<file path="src/rtl/cache_pkg.sv">
`default_nettype none
// ============================================================================
//  Module   : cache_pkg
//  Brief    : Shared types and helpers for the direct-mapped cache controller:
//             FSM state encoding, geometry derivation, statistics width.
//  Revision : 1.0  initial release
// ============================================================================
package cache_pkg;

    // Controller states; explicit 2-bit encoding
    typedef enum logic [1:0] {
        IDLE     = 2'd0,
        LOOKUP   = 2'd1,
        MEM_WAIT = 2'd2,
        WR_DONE  = 2'd3
    } cache_state_t;

    // Width of the hit/miss statistics counters
    localparam int STAT_W = 16;

    // Tag width left over once the index bits are taken from the word address
    function automatic int calc_tag_w(input int addr_w, input int index_w);
        return addr_w - index_w;
    endfunction

    // Number of lines addressed by the index field
    function automatic int calc_lines(input int index_w);
        return 1 << index_w;
    endfunction

endpackage
`default_nettype wire

</file>
<file path="src/rtl/cache_line_store.sv">
`default_nettype none
// ============================================================================
//  Module   : cache_line_store
//  Brief    : LINES x {valid, tag, data} storage with one combinational read
//             port and one synchronous write port. Valid bits clear on reset;
//             tag and data contents are don't-care until their line is valid.
//  Revision : 1.0  initial release
// ============================================================================
module cache_line_store
    import cache_pkg::*;
#(
    parameter int WIDTH   = 32,
    parameter int INDEX_W = 2,
    parameter int TAG_W   = 2
) (
    input  logic               clk,
    input  logic               reset,
    input  logic [INDEX_W-1:0] rd_idx,
    output logic               rd_valid,
    output logic [TAG_W-1:0]   rd_tag,
    output logic [WIDTH-1:0]   rd_data,
    input  logic               wr_en,
    input  logic [INDEX_W-1:0] wr_idx,
    input  logic [TAG_W-1:0]   wr_tag,
    input  logic [WIDTH-1:0]   wr_data
);

    localparam int LINES = calc_lines(INDEX_W);

    logic [LINES-1:0] r_valid;
    logic [TAG_W-1:0] r_tag  [LINES];
    logic [WIDTH-1:0] r_data [LINES];

    // Valid bits: cleared on reset, set when a line is filled or written
    always_ff @(posedge clk) begin
        if (reset) begin
            r_valid <= '0;
        end else if (wr_en) begin
            r_valid[wr_idx] <= 1'b1;
        end
    end

    // Tag and data payload: written alongside the valid bit
    always_ff @(posedge clk) begin
        if (wr_en) begin
            r_tag[wr_idx]  <= wr_tag;
            r_data[wr_idx] <= wr_data;
        end
    end

    assign rd_valid = r_valid[rd_idx];
    assign rd_tag   = r_tag[rd_idx];
    assign rd_data  = r_data[rd_idx];

endmodule
`default_nettype wire

</file>
<file path="src/rtl/cache_ctrl_dm.sv">
`default_nettype none
// ============================================================================
//  Module   : cache_ctrl_dm
//  Brief    : Direct-mapped, one-word-per-line, write-through/write-allocate
//             cache controller; sole initiator of the backing Ram.
//             Optional macro CACHE_STATS_EN adds saturating hit/miss counters
//             (stat_hits / stat_misses).
//  Revision : 1.0  initial release
// ============================================================================
module cache_ctrl_dm
    import cache_pkg::*;
#(
    parameter int WIDTH   = 32,
    parameter int ADDR_W  = 4,
    parameter int INDEX_W = 2
) (
    input  logic              clk,
    input  logic              reset,
    input  logic              cpu_req,
    input  logic              cpu_we,
    input  logic [ADDR_W-1:0] cpu_addr,
    input  logic [WIDTH-1:0]  cpu_wdata,
    output logic              cpu_ready,
    output logic              cpu_done,
    output logic [WIDTH-1:0]  cpu_rdata,
    output logic              cpu_hit,
    output logic [ADDR_W-1:0] mem_addr,
    output logic [WIDTH-1:0]  mem_wdata,
    output logic              mem_we,
    output logic              mem_re,
    input  logic [WIDTH-1:0]  mem_rdata,
    input  logic              mem_valid
`ifdef CACHE_STATS_EN
   ,output logic [STAT_W-1:0] stat_hits,
    output logic [STAT_W-1:0] stat_misses
`endif
);

    localparam int TAG_W = calc_tag_w(ADDR_W, INDEX_W);

    cache_state_t      r_state;
    logic [ADDR_W-1:0] r_addr;
    logic              r_we;
    logic [WIDTH-1:0]  r_wdata;
    logic              r_wr_hit;

    logic [INDEX_W-1:0] w_idx;
    logic [TAG_W-1:0]   w_tag;
    logic               w_rd_valid;
    logic [TAG_W-1:0]   w_rd_tag;
    logic [WIDTH-1:0]   w_rd_data;
    logic               w_hit;
    logic               w_line_we;
    logic [WIDTH-1:0]   w_line_data;

    assign w_idx = r_addr[INDEX_W-1:0];
    assign w_tag = r_addr[ADDR_W-1:INDEX_W];
    assign w_hit = w_rd_valid && (w_rd_tag == w_tag);

    // Writes allocate in LOOKUP; read misses fill when Ram answers
    assign w_line_we   = ((r_state == LOOKUP) && r_we) ||
                         ((r_state == MEM_WAIT) && mem_valid);
    assign w_line_data = r_we ? r_wdata : mem_rdata;

    cache_line_store #(
        .WIDTH   (WIDTH),
        .INDEX_W (INDEX_W),
        .TAG_W   (TAG_W)
    ) u_store (
        .clk      (clk),
        .reset    (reset),
        .rd_idx   (w_idx),
        .rd_valid (w_rd_valid),
        .rd_tag   (w_rd_tag),
        .rd_data  (w_rd_data),
        .wr_en    (w_line_we),
        .wr_idx   (w_idx),
        .wr_tag   (w_tag),
        .wr_data  (w_line_data)
    );

    // Request FSM with registered CPU and Ram-side outputs
    always_ff @(posedge clk) begin
        if (reset) begin
            r_state   <= IDLE;
            r_addr    <= '0;
            r_we      <= 1'b0;
            r_wdata   <= '0;
            r_wr_hit  <= 1'b0;
            cpu_ready <= 1'b1;
            cpu_done  <= 1'b0;
            cpu_hit   <= 1'b0;
            cpu_rdata <= '0;
            mem_addr  <= '0;
            mem_wdata <= '0;
            mem_we    <= 1'b0;
            mem_re    <= 1'b0;
        end else begin
            // Pulses default low every cycle
            cpu_done <= 1'b0;
            mem_we   <= 1'b0;
            mem_re   <= 1'b0;
            case (r_state)
                IDLE: begin
                    if (cpu_req) begin
                        r_addr    <= cpu_addr;
                        r_we      <= cpu_we;
                        r_wdata   <= cpu_wdata;
                        cpu_ready <= 1'b0;
                        r_state   <= LOOKUP;
                    end
                end
                LOOKUP: begin
                    if (r_we) begin
                        // Write-through: always one Ram write; hit flag is pre-write
                        mem_we    <= 1'b1;
                        mem_addr  <= r_addr;
                        mem_wdata <= r_wdata;
                        r_wr_hit  <= w_hit;
                        r_state   <= WR_DONE;
                    end else if (w_hit) begin
                        cpu_done  <= 1'b1;
                        cpu_hit   <= 1'b1;
                        cpu_rdata <= w_rd_data;
                        cpu_ready <= 1'b1;
                        r_state   <= IDLE;
                    end else begin
                        mem_re    <= 1'b1;
                        mem_addr  <= r_addr;
                        r_state   <= MEM_WAIT;
                    end
                end
                MEM_WAIT: begin
                    // No timeout: Ram is expected to always answer
                    if (mem_valid) begin
                        cpu_done  <= 1'b1;
                        cpu_hit   <= 1'b0;
                        cpu_rdata <= mem_rdata;
                        cpu_ready <= 1'b1;
                        r_state   <= IDLE;
                    end
                end
                WR_DONE: begin
                    cpu_done  <= 1'b1;
                    cpu_hit   <= r_wr_hit;
                    cpu_ready <= 1'b1;
                    r_state   <= IDLE;
                end
                default: begin
                    cpu_ready <= 1'b1;
                    r_state   <= IDLE;
                end
            endcase
        end
    end

`ifdef CACHE_STATS_EN
    logic w_finish;
    logic w_finish_hit;

    // The same conditions that raise cpu_done on this edge, and its hit flag
    assign w_finish = ((r_state == LOOKUP) && !r_we && w_hit) ||
                      ((r_state == MEM_WAIT) && mem_valid) ||
                      (r_state == WR_DONE);
    assign w_finish_hit = (r_state == LOOKUP) ? 1'b1 :
                          (r_state == WR_DONE) ? r_wr_hit : 1'b0;

    // Saturating hit/miss counters, one step per completed request
    always_ff @(posedge clk) begin
        if (reset) begin
            stat_hits   <= '0;
            stat_misses <= '0;
        end else if (w_finish) begin
            if (w_finish_hit) begin
                if (stat_hits != '1) begin
                    stat_hits <= stat_hits + STAT_W'(1);
                end
            end else begin
                if (stat_misses != '1) begin
                    stat_misses <= stat_misses + STAT_W'(1);
                end
            end
        end
    end
`endif

endmodule
`default_nettype wire

</file>
<file path="config.mk">
export PLATFORM = sky130hd
export DESIGN_NAME = cache_ctrl_dm
export DESIGN_NICKNAME = d
export VERILOG_FILES = /design/src/rtl/cache_pkg.sv /design/src/rtl/cache_line_store.sv /design/src/rtl/cache_ctrl_dm.sv
export SDC_FILE = /design/constraint.sdc
export NUM_CORES = 1
export LEC_CHECK = 0
export CAP_MARGIN = 15
export CORE_ASPECT_RATIO = 1.5
export CORE_MARGIN = 2
export CORE_UTILIZATION = 40
export DETAILED_ROUTE_END_ITERATION = 8
export GPL_TIMING_DRIVEN = 0
export SKIP_LAST_GASP = 1
export SYNTH_ARGS = -nofsm -noshare
export SYNTH_HDL_FRONTEND = slang
export SYNTH_SLANG_ARGS = --single-unit
</file>
<file path="constraint.sdc">
create_clock -name clk -period 5.2 [get_ports clk]
set_clock_uncertainty 0.1 [all_clocks]
set_input_delay 0.78 -clock clk [delete_from_list [all_inputs] [get_ports clk]]
set_output_delay 0.78 -clock clk [all_outputs]
set_load 0.005 [all_outputs]
</file>
==> impl_metrics.yaml <==
run_status:
  outcome: "finished, final reports clean"
critical_path:
  crit_path_start_kind: "input pin"
  cp.arrival_ns: 3.04
  crit_path_start: "mem_valid"
  path_max_fanout: 19
  timing_worst_setup_path_type: "input pin to flip-flop"
  crit_required_ns: 5.31
  timing.critical_path.to_type: "flip-flop"
  source_of_the_worst_register_to_register_timing_path: "r_we"
cells_and_area:
  design_area_um2: 12870
  drive_above_1_share_pct: 16.74
  num-nets-final: 1029
  post-route-util_pct: 51.73
  fill_cells: 2213
  sequential_cell_area_um2: 6466
  antenna_diode_count: 0
  multiInputGateArea_um2: 3206
  area_growth_syn_to_layout_pct: 28.17
logic_synthesis:
  ys_types: 30
  post_synth.cell_area_avg_um2: 12.89
  yosys_register_bits: 255
  sequential_fraction_of_the_synthesis_area_pct: 64.41
  synth_enable_flop_cells: 136
  yosys_most_used_dff: "sky130_fd_sc_hd__edfxtp_1"
  yosysWarnings: 0
  synth_nets: 852
  synth-async-reset-ratio_pct: 0
  mappedNetlistArea_um2: 10040
  postSynthCellCount: 779
power_and_ir_drop:
  peakVddDrop_mv: 0.2133
  switching_share_pct: 22.42
  netSwitchingPower_w: 0.0009829
  power.leakage_nw: 4.190
  power_frac_comb_pct: 9.1
  power.density_nw_per_um2: 340.7
  pwr-share-seq_pct: 50.4
  power_frac_clock_pct: 40.5
  power.internal_w: 0.003401
worst_hold_path:
  worst_hold_startpoint: "mem_wdata[8]"
  hold_path_class: "flip-flop to flip-flop"
global_route:
  global_route_wire_length_before_repair_mm: 39.92
  grt_max_degree: 20
  first_global_vias: 6913
  globalRoute.totalOverflow: 0
  groute.usage.overall_pct: 19.92
  antenna_found_initial: 0
place:
  post-dp-hpwl_mm: 18.42
  detailed_place.area_um2: 12060
  port_buffers: 144
  finalWeightedCongestion: 0.7779
clocking:
  hold_buffers: 0
  clock_tree.buffer_depth: 3
  postCtsSetupRepairBufs: 0
  tritoncts: "done"
  htree_levels: 1
  cts_buffers: 24
  worst_setup_hold_path_clk_slew_ns: 0.06
  cts_num_sinks: 255
  post_cts_resized: 0
  cts-root-buf: "sky130_fd_sc_hd__clkbuf_16"
  clock_latency_ns: 0.51
routing:
  post_drt_wl_per_cell_um: 20.17
  dr_total_vias: 6696
  final_routed_wirelength_across_all_metal_layers_mm: 26.26
  drcViolationCount: 0
  postRouteAntennaNets: 0
  detailedRoute.firstIterationViolations: 407
  detail_route.first_pass.iterations: 5
  drt-vias-per-instance: 5.143
sta:
  slew_at_the_pin_closest_to_its_max_slew_limit_ns: 0.8438
  rsz0062_at_grt: "no"
  hold_viol: 0
  headroom_to_the_max_slew_limit_pct: 43.75
  maxSlewViolCount: 0
  fraction_of_the_cycle_the_final_worst_path_needs_pct: 56.31
  timing.final.setup_violations: 0
  period_needed_ns: 2.928
  fmaxAchievable_mhz: 341.5
run:
  maxCapViolCount: 0
floorplanning:
  floorplan.initialDensity_pct: 40.36
  die_area_um2: 26410
  core.rowCount: 71
  coreArea_um2: 24870
  ios: 146
  horizontal_extent_of_the_die_um: 133.3
  chipHeight_um: 198.0
## cell families after synthesis
kind of cell              Yosys count  share of synthesized area, %
AOI/OAI and AO/OA                 148                         8.812
xor gates and xnor gates            2                        0.3241
buffers and inverters              95                         3.926
DFF                               255                         64.41
muxes                             104                         15.53
and+or+nand+nor                   175                         6.992
## sequential cells by signal, summed over array words and instances, names as in the netlist, named ones only
register	count
u_store.r_data	128
cpu_rdata	32
mem_wdata	32
r_wdata	32
u_store.r_tag	8
mem_addr	4
r_addr	4
u_store.r_valid	4
r_state	2
cpu_done	1
cpu_hit	1
cpu_ready	1
mem_re	1
mem_we	1
r_we	1
r_wr_hit	1
## stage by stage
| step | cells | setup WS (ns) | total power (W) | TNS [ns] | hold WS, ns |
|---|---|---|---|---|---|
| detailed placement | 1258 | 1.782 | 0.002654 | 0 | 0.3467 |
| CTS | 1302 | 2.301 | 0.004422 | 0 | 0.3555 |
| global route | 1302 | 2.179 | 0.004532 | 0 | 0.3746 |
| floorplan | 779 | 0.7992 | 0.002468 | 0 | 0.3315 |
| finish | 1302 | 2.272 | 0.004384 | 0 | 0.3525 |
| global placement | 1251 | -2.182 | 0.002645 | -145.88 | 0.3428 |
## cell type report
type / instances / share of cell area, %
flip-flops and latches: 255 / 50.26
multi-input cells: 429 / 24.91
repair buffers: 151 / 12.31
clock buffers: 30 / 5.251
well taps: 328 / 3.190
plain buffers: 61 / 2.071
clock inverters: 14 / 1.011
inverters: 34 / 0.9919
## layout by cell type (no fill, tap or decap), types with 2 or more instances in the layout
| cell type | instances |
|---|---|
| sky130_fd_sc_hd__buf_8 | 4 |
| sky130_fd_sc_hd__mux4_2 | 35 |
| sky130_fd_sc_hd__nand2_1 | 145 |
| sky130_fd_sc_hd__nand2b_1 | 2 |
| sky130_fd_sc_hd__nor2_1 | 17 |
| sky130_fd_sc_hd__buf_6 | 4 |
| sky130_fd_sc_hd__clkinvlp_4 | 2 |
| sky130_fd_sc_hd__a211oi_4 | 2 |
| sky130_fd_sc_hd__a21oi_1 | 105 |
| sky130_fd_sc_hd__buf_1 | 5 |
| sky130_fd_sc_hd__xnor2_2 | 2 |
| sky130_fd_sc_hd__a311oi_1 | 32 |
| sky130_fd_sc_hd__mux2i_1 | 5 |
| sky130_fd_sc_hd__clkdlybuf4s50_1 | 144 |
| sky130_fd_sc_hd__clkbuf_16 | 26 |
| sky130_fd_sc_hd__dfxtp_1 | 119 |
| sky130_fd_sc_hd__buf_16 | 3 |
| sky130_fd_sc_hd__o21ai_0 | 5 |
| sky130_fd_sc_hd__clkinv_2 | 6 |
| sky130_fd_sc_hd__clkinv_4 | 2 |
| sky130_fd_sc_hd__mux2_2 | 64 |
| sky130_fd_sc_hd__buf_2 | 6 |
| sky130_fd_sc_hd__edfxtp_1 | 136 |
| sky130_fd_sc_hd__bufinv_16 | 2 |
| sky130_fd_sc_hd__nor3_1 | 2 |
| sky130_fd_sc_hd__clkbuf_1 | 49 |
| sky130_fd_sc_hd__clkinv_1 | 2 |
| sky130_fd_sc_hd__inv_1 | 34 |
## power by group through the flow
stage / Clock [W] / Sequential [W] / Combinational (W)
final: 0.00178 / 0.00221 / 0.000399
after global routing: 0.00189 / 0.00221 / 0.000433
after CTS: 0.00181 / 0.00221 / 0.000403
after detailed placement: 0 / 0.00225 / 0.000401
after global placement: 0 / 0.00226 / 0.000390
after floorplan: 0 / 0.00224 / 0.000223
## per-layer routing
layer	vias up	wire length (µm)	part of all wire [%]	track usage, %
li1	3189	-	-	-
met1	3303	10680	41	24.62
met2	168	13800	53	36.29
met3	36	1092	4.2	2.407
met4	0	680	2.6	6.107
met5	-	0	0	0
## synthesized netlist by cell type, types with 6 or more instances
library cell               instances  area share (%)
sky130_fd_sc_hd__mux4_2           35             7.9
sky130_fd_sc_hd__edfxtp_1        136              41
sky130_fd_sc_hd__nand2_1         145             5.4
sky130_fd_sc_hd__buf_2             6            0.30
sky130_fd_sc_hd__clkbuf_1         46             1.7
sky130_fd_sc_hd__inv_1            34             1.3
sky130_fd_sc_hd__a311oi_1         32             2.8
sky130_fd_sc_hd__nor2_1           17            0.64
sky130_fd_sc_hd__mux2_2           64             7.2
sky130_fd_sc_hd__dfxtp_1         119              24
sky130_fd_sc_hd__a21oi_1         105             5.2
## worst paths after layout
kind | end | slack [ns] | depth (start not counted)
setup / recovery | u_store.r_data[2][0] | 2.27 | 6
hold / removal | mem_wdata[8] | 0.35 | 2
setup reg to reg | u_store.r_data[2][0] | 2.35 | 6
hold reg to reg | mem_wdata[8] | 0.35 | 2
## worst max-delay path: stages
cell	delay (ns)
sky130_fd_sc_hd__clkdlybuf4s50_1	0.52
sky130_fd_sc_hd__nand3b_1	0.28
sky130_fd_sc_hd__clkbuf_1	0.39
sky130_fd_sc_hd__a21oi_1	0.27
sky130_fd_sc_hd__and2_2	0.54
sky130_fd_sc_hd__buf_16	0.25
No activity file was read; power rests on OpenSTA's default activity.
